<file path="src/rtl/xbar_periph_bus_mux.sv">
// N-to-1 round-robin multiplexer for the peripheral request/grant bus.
// A small in-order FIFO of master indices steers each slave response back to its requester.
module xbar_periph_bus_mux #(
  parameter int N_MASTERS       = 2,
  parameter int ADDR_WIDTH      = 32,
  parameter int DATA_WIDTH      = 32,
  parameter int ID_WIDTH        = 6,
  parameter int MAX_OUTSTANDING = 2,
  localparam int BE_WIDTH       = DATA_WIDTH / 8,
  localparam int CNT_WIDTH      = $clog2(MAX_OUTSTANDING + 1)
) (
  input  logic                            clk_i,
  input  logic                            rst_ni,
  input  logic [N_MASTERS-1:0]            m_req_i,
  input  logic [N_MASTERS*ADDR_WIDTH-1:0] m_add_i,
  input  logic [N_MASTERS-1:0]            m_wen_i,
  input  logic [N_MASTERS*DATA_WIDTH-1:0] m_wdata_i,
  input  logic [N_MASTERS*BE_WIDTH-1:0]   m_be_i,
  input  logic [N_MASTERS*ID_WIDTH-1:0]   m_id_i,
  output logic [N_MASTERS-1:0]            m_gnt_o,
  output logic [N_MASTERS-1:0]            m_r_valid_o,
  output logic [N_MASTERS*DATA_WIDTH-1:0] m_r_rdata_o,
  output logic [N_MASTERS*ID_WIDTH-1:0]   m_r_id_o,
  output logic [N_MASTERS-1:0]            m_r_opc_o,
  output logic                            s_req_o,
  output logic [ADDR_WIDTH-1:0]           s_add_o,
  output logic                            s_wen_o,
  output logic [DATA_WIDTH-1:0]           s_wdata_o,
  output logic [BE_WIDTH-1:0]             s_be_o,
  output logic [ID_WIDTH-1:0]             s_id_o,
  input  logic                            s_gnt_i,
  input  logic                            s_r_valid_i,
  input  logic [DATA_WIDTH-1:0]           s_r_rdata_i,
  input  logic [ID_WIDTH-1:0]             s_r_id_i,
  input  logic                            s_r_opc_i,
  output logic [CNT_WIDTH-1:0]            outstanding_o,
  output logic                            spurious_o
);

  localparam int IDX_W = $clog2(N_MASTERS);
  localparam int PTR_W = (MAX_OUTSTANDING > 1) ? $clog2(MAX_OUTSTANDING) : 1;

  logic [IDX_W-1:0]     rr_ptr;
  logic [IDX_W-1:0]     winner;
  logic                 any_req;
  logic                 full;
  logic                 empty;
  logic                 push;
  logic                 pop;
  logic [PTR_W-1:0]     wr_ptr;
  logic [PTR_W-1:0]     rd_ptr;
  logic [CNT_WIDTH-1:0] count;
  logic [IDX_W-1:0]     head;
  logic                 spurious;
  logic [IDX_W-1:0]     fifo_mem [MAX_OUTSTANDING];

  // First requester at or above rr_ptr, wrapping past the top master.
  always_comb begin
    logic [IDX_W:0] cand;
    logic           found;
    winner = '0;
    found  = 1'b0;
    cand   = '0;
    for (int k = 0; k < N_MASTERS; k++) begin
      cand = {1'b0, rr_ptr} + (IDX_W+1)'(k);
      if (cand >= (IDX_W+1)'(N_MASTERS))
        cand = cand - (IDX_W+1)'(N_MASTERS);
      if (!found && m_req_i[cand[IDX_W-1:0]]) begin
        found  = 1'b1;
        winner = cand[IDX_W-1:0];
      end
    end
  end

  assign any_req = |m_req_i;
  assign full    = (count == CNT_WIDTH'(MAX_OUTSTANDING));
  assign empty   = (count == '0);
  // Gating with rst_ni keeps every grant low while reset is held.
  assign s_req_o = rst_ni && any_req && !full;
  assign push    = s_req_o && s_gnt_i;
  assign pop     = s_r_valid_i && !empty;
  assign head    = fifo_mem[rd_ptr];

  always_comb begin
    s_add_o   = '0;
    s_wen_o   = 1'b0;
    s_wdata_o = '0;
    s_be_o    = '0;
    s_id_o    = '0;
    if (s_req_o) begin
      s_add_o   = m_add_i[int'(winner)*ADDR_WIDTH +: ADDR_WIDTH];
      s_wen_o   = m_wen_i[winner];
      s_wdata_o = m_wdata_i[int'(winner)*DATA_WIDTH +: DATA_WIDTH];
      s_be_o    = m_be_i[int'(winner)*BE_WIDTH +: BE_WIDTH];
      s_id_o    = m_id_i[int'(winner)*ID_WIDTH +: ID_WIDTH];
    end
  end

  genvar gi;
  generate
    for (gi = 0; gi < N_MASTERS; gi++) begin : g_master
      assign m_gnt_o[gi]                               = push && (winner == IDX_W'(gi));
      assign m_r_valid_o[gi]                           = pop && (head == IDX_W'(gi));
      assign m_r_rdata_o[gi*DATA_WIDTH +: DATA_WIDTH]  = s_r_rdata_i;
      assign m_r_id_o[gi*ID_WIDTH +: ID_WIDTH]         = s_r_id_i;
      assign m_r_opc_o[gi]                             = s_r_opc_i;
    end
  endgenerate

  always_ff @(posedge clk_i) begin
    if (push)
      fifo_mem[wr_ptr] <= winner;
  end

  always_ff @(posedge clk_i or negedge rst_ni) begin
    if (!rst_ni) begin
      rr_ptr   <= '0;
      wr_ptr   <= '0;
      rd_ptr   <= '0;
      count    <= '0;
      spurious <= 1'b0;
    end else begin
      if (push) begin
        rr_ptr <= (winner == IDX_W'(N_MASTERS-1)) ? '0 : winner + IDX_W'(1);
        wr_ptr <= (wr_ptr == PTR_W'(MAX_OUTSTANDING-1)) ? '0 : wr_ptr + PTR_W'(1);
      end
      if (pop)
        rd_ptr <= (rd_ptr == PTR_W'(MAX_OUTSTANDING-1)) ? '0 : rd_ptr + PTR_W'(1);
      // A response finding nothing in flight is dropped but remembered.
      if (s_r_valid_i && empty)
        spurious <= 1'b1;
      case ({push, pop})
        2'b10:   count <= count + CNT_WIDTH'(1);
        2'b01:   count <= count - CNT_WIDTH'(1);
        default: count <= count;
      endcase
    end
  end

  assign outstanding_o = count;
  assign spurious_o    = spurious;

endmodule

</file>
<file path="config.mk">
export PLATFORM = sky130hd
export DESIGN_NAME = xbar_periph_bus_mux
export DESIGN_NICKNAME = d
export VERILOG_FILES = /design/src/rtl/xbar_periph_bus_mux.sv
export SDC_FILE = /design/constraint.sdc
export NUM_CORES = 1
export LEC_CHECK = 0
export CAP_MARGIN = 20
export CORE_AREA = 4 4 138 140
export DETAILED_ROUTE_END_ITERATION = 7
export DIE_AREA = 0 0 142 144
export PLACE_DENSITY = 0.59
export SYNTH_ARGS = -nofsm -noshare
export SYNTH_HDL_FRONTEND = slang
export SYNTH_SLANG_ARGS = --single-unit
</file>
<file path="constraint.sdc">
create_clock -name clk_i -period 1.9 [get_ports clk_i]
set_input_delay 0.38 -clock clk_i [delete_from_list [all_inputs] [get_ports clk_i]]
set_output_delay 0.38 -clock clk_i [all_outputs]
set_load 0.01 [all_outputs]
</file>
==> reports/metrics.yaml, run 1 <==
grt_first_pass_wirelength_mm: 20.4
drive_above_1_share: 0.470
drt_first_pass_iters: 4
io_pins: 356
cts.sinks: 8
nNetsFinal: 793
failed_checks: "setup timing"
start_kind: "flop"
synth_commonest_cells: "83 x buf_4, 75 x nand3b_1, 54 x a21oi_2"
crit_path_max_fanout: 9
fin_ws_ps: -188
yosysSeqAreaShare: 0.0711
ys_types: 30
post-route-drc-count: 0
rsz0062_at_grt: "yes"
io_buffers: 238
totalPowerFinal_uw: 4380
synthToLayoutAreaGrowth_pct: 96.4
grt_antenna_before_repair: 2
htree_levels: 1
synth.most_common_cell: "buf_4"
n_fill_cell: 1924
die_height_um: 144
finalWorstPathRequiredPeriod_ps: 2090
outcome: "complete, but fails checks"
start_util: 0.166
final.setup.tns_ps: -8190
met1_usage: 0.154
grtUsageMet3: 0.0317
drv_cap: 0
path_class: "reg2out"
crit_path_end_kind: "output pin"
async_flop_share: 0.750
synth_area_leaders: "buf_4 21%, nand3b_1 19%, a21oi_2 16%"
synth_area_per_cell_um2: 7.80
min_period_over_period: 1.10
dp_cells: 770
hold_class: "in2async"
core_area_mm2: 0.0178
die_x_um: 142
fmax_mhz: 479
numCtsBuffers: 3
vias: 3525
final_hold_viol_count: 0
syn_area_mm2: 0.00296
placementRows: 49
synthesis.nets: 575
clk_latency_ps: 230
cts-root-buf: "clkbuf_16"
drt_iter0_markers: 133
skew_ps: 0.372
cp.required_ps: 1520
instances_no_fill: 826
ant_nets: 0
gp_congestion: 0.762
timing.slew.headroom: 0.749
yosysWarnings: 0
cts_tree: "built"
globalRouteMet2Util: 0.226
grt.total_usage: 0.127
p_leak_uw: 0.00227
synth_top_area_frac: 0.211
power_density_mw_per_mm2: 755
drv_slew: 0
path_clk_slew_ps: 40
grt_overflow: 0
synth_area_leader_cell: "buf_4"
grt.busiest_layer: "met2"
ys_seq_elements: 8
setup_viol: 76
via_per_inst: 4.27
grt_max_degree: 34
totalWireLength_mm: 15.1
irDropWorstVdd_mv: 0.411
worstPathArrival_ps: 1710
dpl.hpwl_mm: 9.47
synth_edf_count: 2
grt_pass1_vias: 3573
worst_pin_slew_ps: 373
synth_cells: 379
cts.path.max_buffers: 2
synthFlopType: "dfrtp_1"
design.die.area_mm2: 0.0204
wl_per_cell_um: 18.3
routing by layer:
metal | wire length, um | up-vias | share of wire
met1 | 6440 | 1617 | 0.43
met5 | 0 | - | 0
met2 | 7370 | 168 | 0.49
met3 | 1080 | 26 | 0.072
li1 | - | 1714 | -
met4 | 234 | 0 | 0.015
placed cells by master, fill, tap and decap left out, drive strengths merged, types with 2 or more instances in the layout:
master / n
clkdlybuf4s15: 6
clkdlybuf4s50: 155
xnor2: 4
nand3b: 75
buf: 163
dfrtp: 6
dlygate4sd2: 4
o21ai: 76
a21oi: 75
clkbuf: 8
nor2: 6
inv: 4
nand2b: 2
edfxtp: 2
final timing paths:
kind / cells after the start / slack, ps / to / from
max: 6 / -190 / s_add_o[31] / rr_ptr$_DFFE_PN0N_
min: 2 / 280 / spurious_o$_DFFE_PN0P_ / rst_ni
max in group asynchronous: 2 / 1510 / rr_ptr$_DFFE_PN0N_ / rst_ni
min reg2reg: 1 / 470 / spurious_o$_DFFE_PN0P_ / spurious_o$_DFFE_PN0P_
min in group clk_i: 1 / 470 / spurious_o$_DFFE_PN0P_ / spurious_o$_DFFE_PN0P_
max reg2reg: 8 / 250 / outstanding_o[1]$_DFFE_PN0P_ / outstanding_o[1]$_DFFE_PN0P_
flip-flops by register name, summed over array words and instances, names as in the netlist:
signal,cells
fifo_mem,2
rr_ptr,1
spurious_o,1
outstanding_o,2
rd_ptr,1
wr_ptr,1
stage by stage:
stage	utilization	setup slack (ps)	cell area, um^2	hold WS [ps]
2_1_floorplan	-	253	2960	84.4
3_3_place_gp	0.288	-700	5130	451
3_5_place_dp	0.288	-713	5130	453
4_1_cts	0.311	-203	5560	299
5_1_grt	0.325	-260	5800	294
6_report	0.325	-188	5800	276
cells by family (layout without fill, tap and decap cells):
logic type / after synthesis / count (layout) / share of synthesized area
compound gates: 154 / 154 / 0.375
buf+inv: 123 / 340 / 0.317
xor+xnor: 5 / 5 / 0.0148
fa+ha+maj: 1 / 1 / 0.00423
simple gates: 86 / 86 / 0.211
flops: 8 / 8 / 0.0711
other cells: 0 / 1 / 0
mux: 2 / 2 / 0.00720
critical path, stage by stage, from the launching register on:
cell,delay (ps)
dfrtp_1,370
and2b_4,330
buf_12,160
buf_6,140
nand3b_1,120
a21oi_2,50
dlygate4sd2_1,280
final cells by class:
cell class	instances	area, um^2	area share
multi-input cells	248	1910	0.328
clock buffers	4	78.8	0.0136
diodes	1	2.50	0.000431
well taps	229	287	0.0494
repair buffers	332	3300	0.569
flip-flops and latches	8	210	0.0362
inverters	4	17.5	0.00302
where the power goes:
group,internal [uW],switching (uW)
Clock,280,83.2
Combinational,2130,1610
Sequential,242,46.1
repair_timing:
| action | 4_1_cts | 5_1_grt |
|---|---|---|
| hold buffers | 0 | 0 |
| cloned | 12 | 5 |
| pin swaps | 8 | 16 |
| resized for setup | 356 | 47 |
| setup endpoints to repair | 82 | 77 |
| setup buffers | 25 | 12 |
| hold endpoints to repair | 0 | 0 |
Power figures use the tool's default switching activity.
==> run 2: changes to the inputs <==
- MAX_ROUTING_LAYER: unset -> met4
==> run 2 against run 1 <==
- the run still ends with setup timing left
- global-route usage rose by 0.37 points
- clock power barely moved
- sequential power barely moved
- hold slack got worse by 0.54 ps
- largest cell class unchanged
- core utilization did not move
- critical path type unchanged
- sequential share of layout area did not move
- die area did not move
- fmax barely moved
==> reports/metrics.yaml, run 2 (same netlist as run 1, synthesis figures left out) <==
irDropWorstVdd_mv: 0.411  # about the same
start_util: 0.166  # unchanged
worst-r2r-cell-count: 8  # unchanged
grt.total_usage: 0.131  # was 0.127
seqCellArea_um2: 210  # unchanged
fmax_mhz: 479  # about the same
gp_congestion: 0.772  # was 0.762
clk_latency_ps: 230  # about the same
cts.sinks: 8  # unchanged
grt_max_degree: 34  # unchanged
skew_ps: 0.351  # was 0.372 ps
power_density_mw_per_mm2: 756  # was 755 mW/mm^2
design.die.area_mm2: 0.0204  # unchanged
start_kind: "flop"  # unchanged
vias: 3541  # was 3,525
cp.buffers_inverters: 3  # unchanged
cts_tree: "built"  # unchanged
crit_family: "buffers and inverters"  # unchanged
cts_hold_buf: 0  # unchanged
slowest_stage: "dfrtp_1"  # unchanged
final_cell_mix: "155 x clkdlybuf4s50_1, 75 x nand3b_1, 72 x buf_2, 56 x a21oi_2, 41 x buf_4"  # unchanged
drv_cap: 0  # unchanged
ant_nets: 0  # unchanged
io_pins: 356  # unchanged
worst_pin_slew_ps: 380  # was 373 ps
setup_viol: 76  # unchanged
grt_antenna_before_repair: 2  # unchanged
p_leak_uw: 0.00227  # unchanged
path_class: "reg2out"  # unchanged
drive_above_1_share: 0.470  # unchanged
drt_iter0_markers: 142  # was 133
cts-root-buf: "clkbuf_16"  # unchanged
totalWireLength_mm: 15.1  # about the same
via_per_inst: 4.29  # was 4.27
outcome: "complete, but fails checks"  # unchanged
wl_per_cell_um: 18.3  # about the same
failed_checks: "setup timing"  # unchanged
nNetsFinal: 793  # unchanged
cts.path.max_buffers: 2  # unchanged
fin_ws_ps: -188  # about the same
worstPathArrival_ps: 1710  # about the same
rrSetupSlack_ps: 250  # about the same
crit_path_end_kind: "output pin"  # unchanged
hold_class: "in2async"  # unchanged
r2r_start: "outstanding_o[1]$_DFFE_PN0P_"  # unchanged
grt_overflow: 0  # unchanged
grt_first_pass_wirelength_mm: 20.3  # was 20.4 mm
min_period_over_period: 1.10  # about the same
multiInputGateArea_mm2: 0.00191  # unchanged
path_clk_slew_ps: 40  # about the same
dpl.hpwl_mm: 9.47  # unchanged
slowest_delay_ps: 370  # about the same
pre_cts_slack_ps: -713  # unchanged
numCtsBuffers: 3  # unchanged
die_height_um: 144  # unchanged
placementRows: 49  # unchanged
r2r_end: "outstanding_o[1]$_DFFE_PN0P_"  # unchanged
cp.required_ps: 1520  # about the same
synthToLayoutAreaGrowth_pct: 96.4  # unchanged
finalWorstPathRequiredPeriod_ps: 2090  # about the same
crit_path_max_fanout: 9  # unchanged
final_hold_viol_count: 0  # unchanged
crit_chain: "and2b_4 -> buf_12 -> buf_6 -> nand3b_1 -> a21oi_2 -> dlygate4sd2_1"  # unchanged
n_fill_cell: 1924  # unchanged
io_buffers: 238  # unchanged
htree_levels: 1  # unchanged
post-route-drc-count: 0  # unchanged
timing.slew.headroom: 0.744  # was 0.749
layout_commonest_cell: "clkdlybuf4s50_1"  # unchanged
drv_slew: 0  # unchanged
die_x_um: 142  # unchanged
rsz0062_at_grt: "yes"  # unchanged
core_area_mm2: 0.0178  # unchanged
grt_pass1_vias: 3575  # was 3,573
drt_first_pass_iters: 4  # unchanged
final.setup.tns_ps: -8200  # was -8190 ps
[run 2: area by class of cell]
cell class	instances	area share
well taps	229	0.0494
diodes	1	0.000431
repair buffers	332	0.569
clock buffers	4	0.0136
flip-flops and latches	8	0.0362
inverters	4	0.00302
multi-input cells	248	0.328
[run 2: worst max-delay path by stage]
stage	start	end	depth (start not counted)	slack [ps]
final	rr_ptr$_DFFE_PN0N_	s_add_o[31]	6	-190
after global routing	rr_ptr$_DFFE_PN0N_	s_wdata_o[21]	7	-260
after CTS	rr_ptr$_DFFE_PN0N_	s_wdata_o[7]	7	-200
after detailed placement	m_req_i[0]	s_add_o[13]	7	-710
after global placement	m_req_i[0]	m_gnt_o[0]	7	-700
after floorplan	outstanding_o[0]$_DFFE_PN0P_	s_wdata_o[28]	5	250
[run 2: through the flow]
stage	hold WS [ps]	cell area [um^2]	utilization	total power, uW	std cells
6_report	276	5800	0.325	4390	826
5_1_grt	295	5800	0.325	4660	826
4_1_cts	299	5560	0.311	4130	811
3_3_place_gp	451	5130	0.288	2970	770
3_5_place_dp	453	5130	0.288	2970	770
2_1_floorplan	84.4	2960	-	1910	379
[run 2: repair_timing]
item	4_1_cts	5_1_grt
pin swaps	8	16
resized for setup	356	47
buffers inserted	25	12
setup endpoints to repair	82	77
gates cloned	12	5
[run 2: routing by layer]
metal	up-vias	share of wire	track usage	wire length, um
met5	-	0	-	0
met4	0	0.013	0.0298	195
met3	26	0.068	0.0271	1020
met2	173	0.49	0.226	7400
met1	1627	0.43	0.157	6520
li1	1715	-	-	-
[run 2: power breakdown]
group / switching [uW] / internal, uW
registers: 46.0 / 242
clock network: 83.2 / 280
logic: 1610 / 2130
total: 1740 / 2650
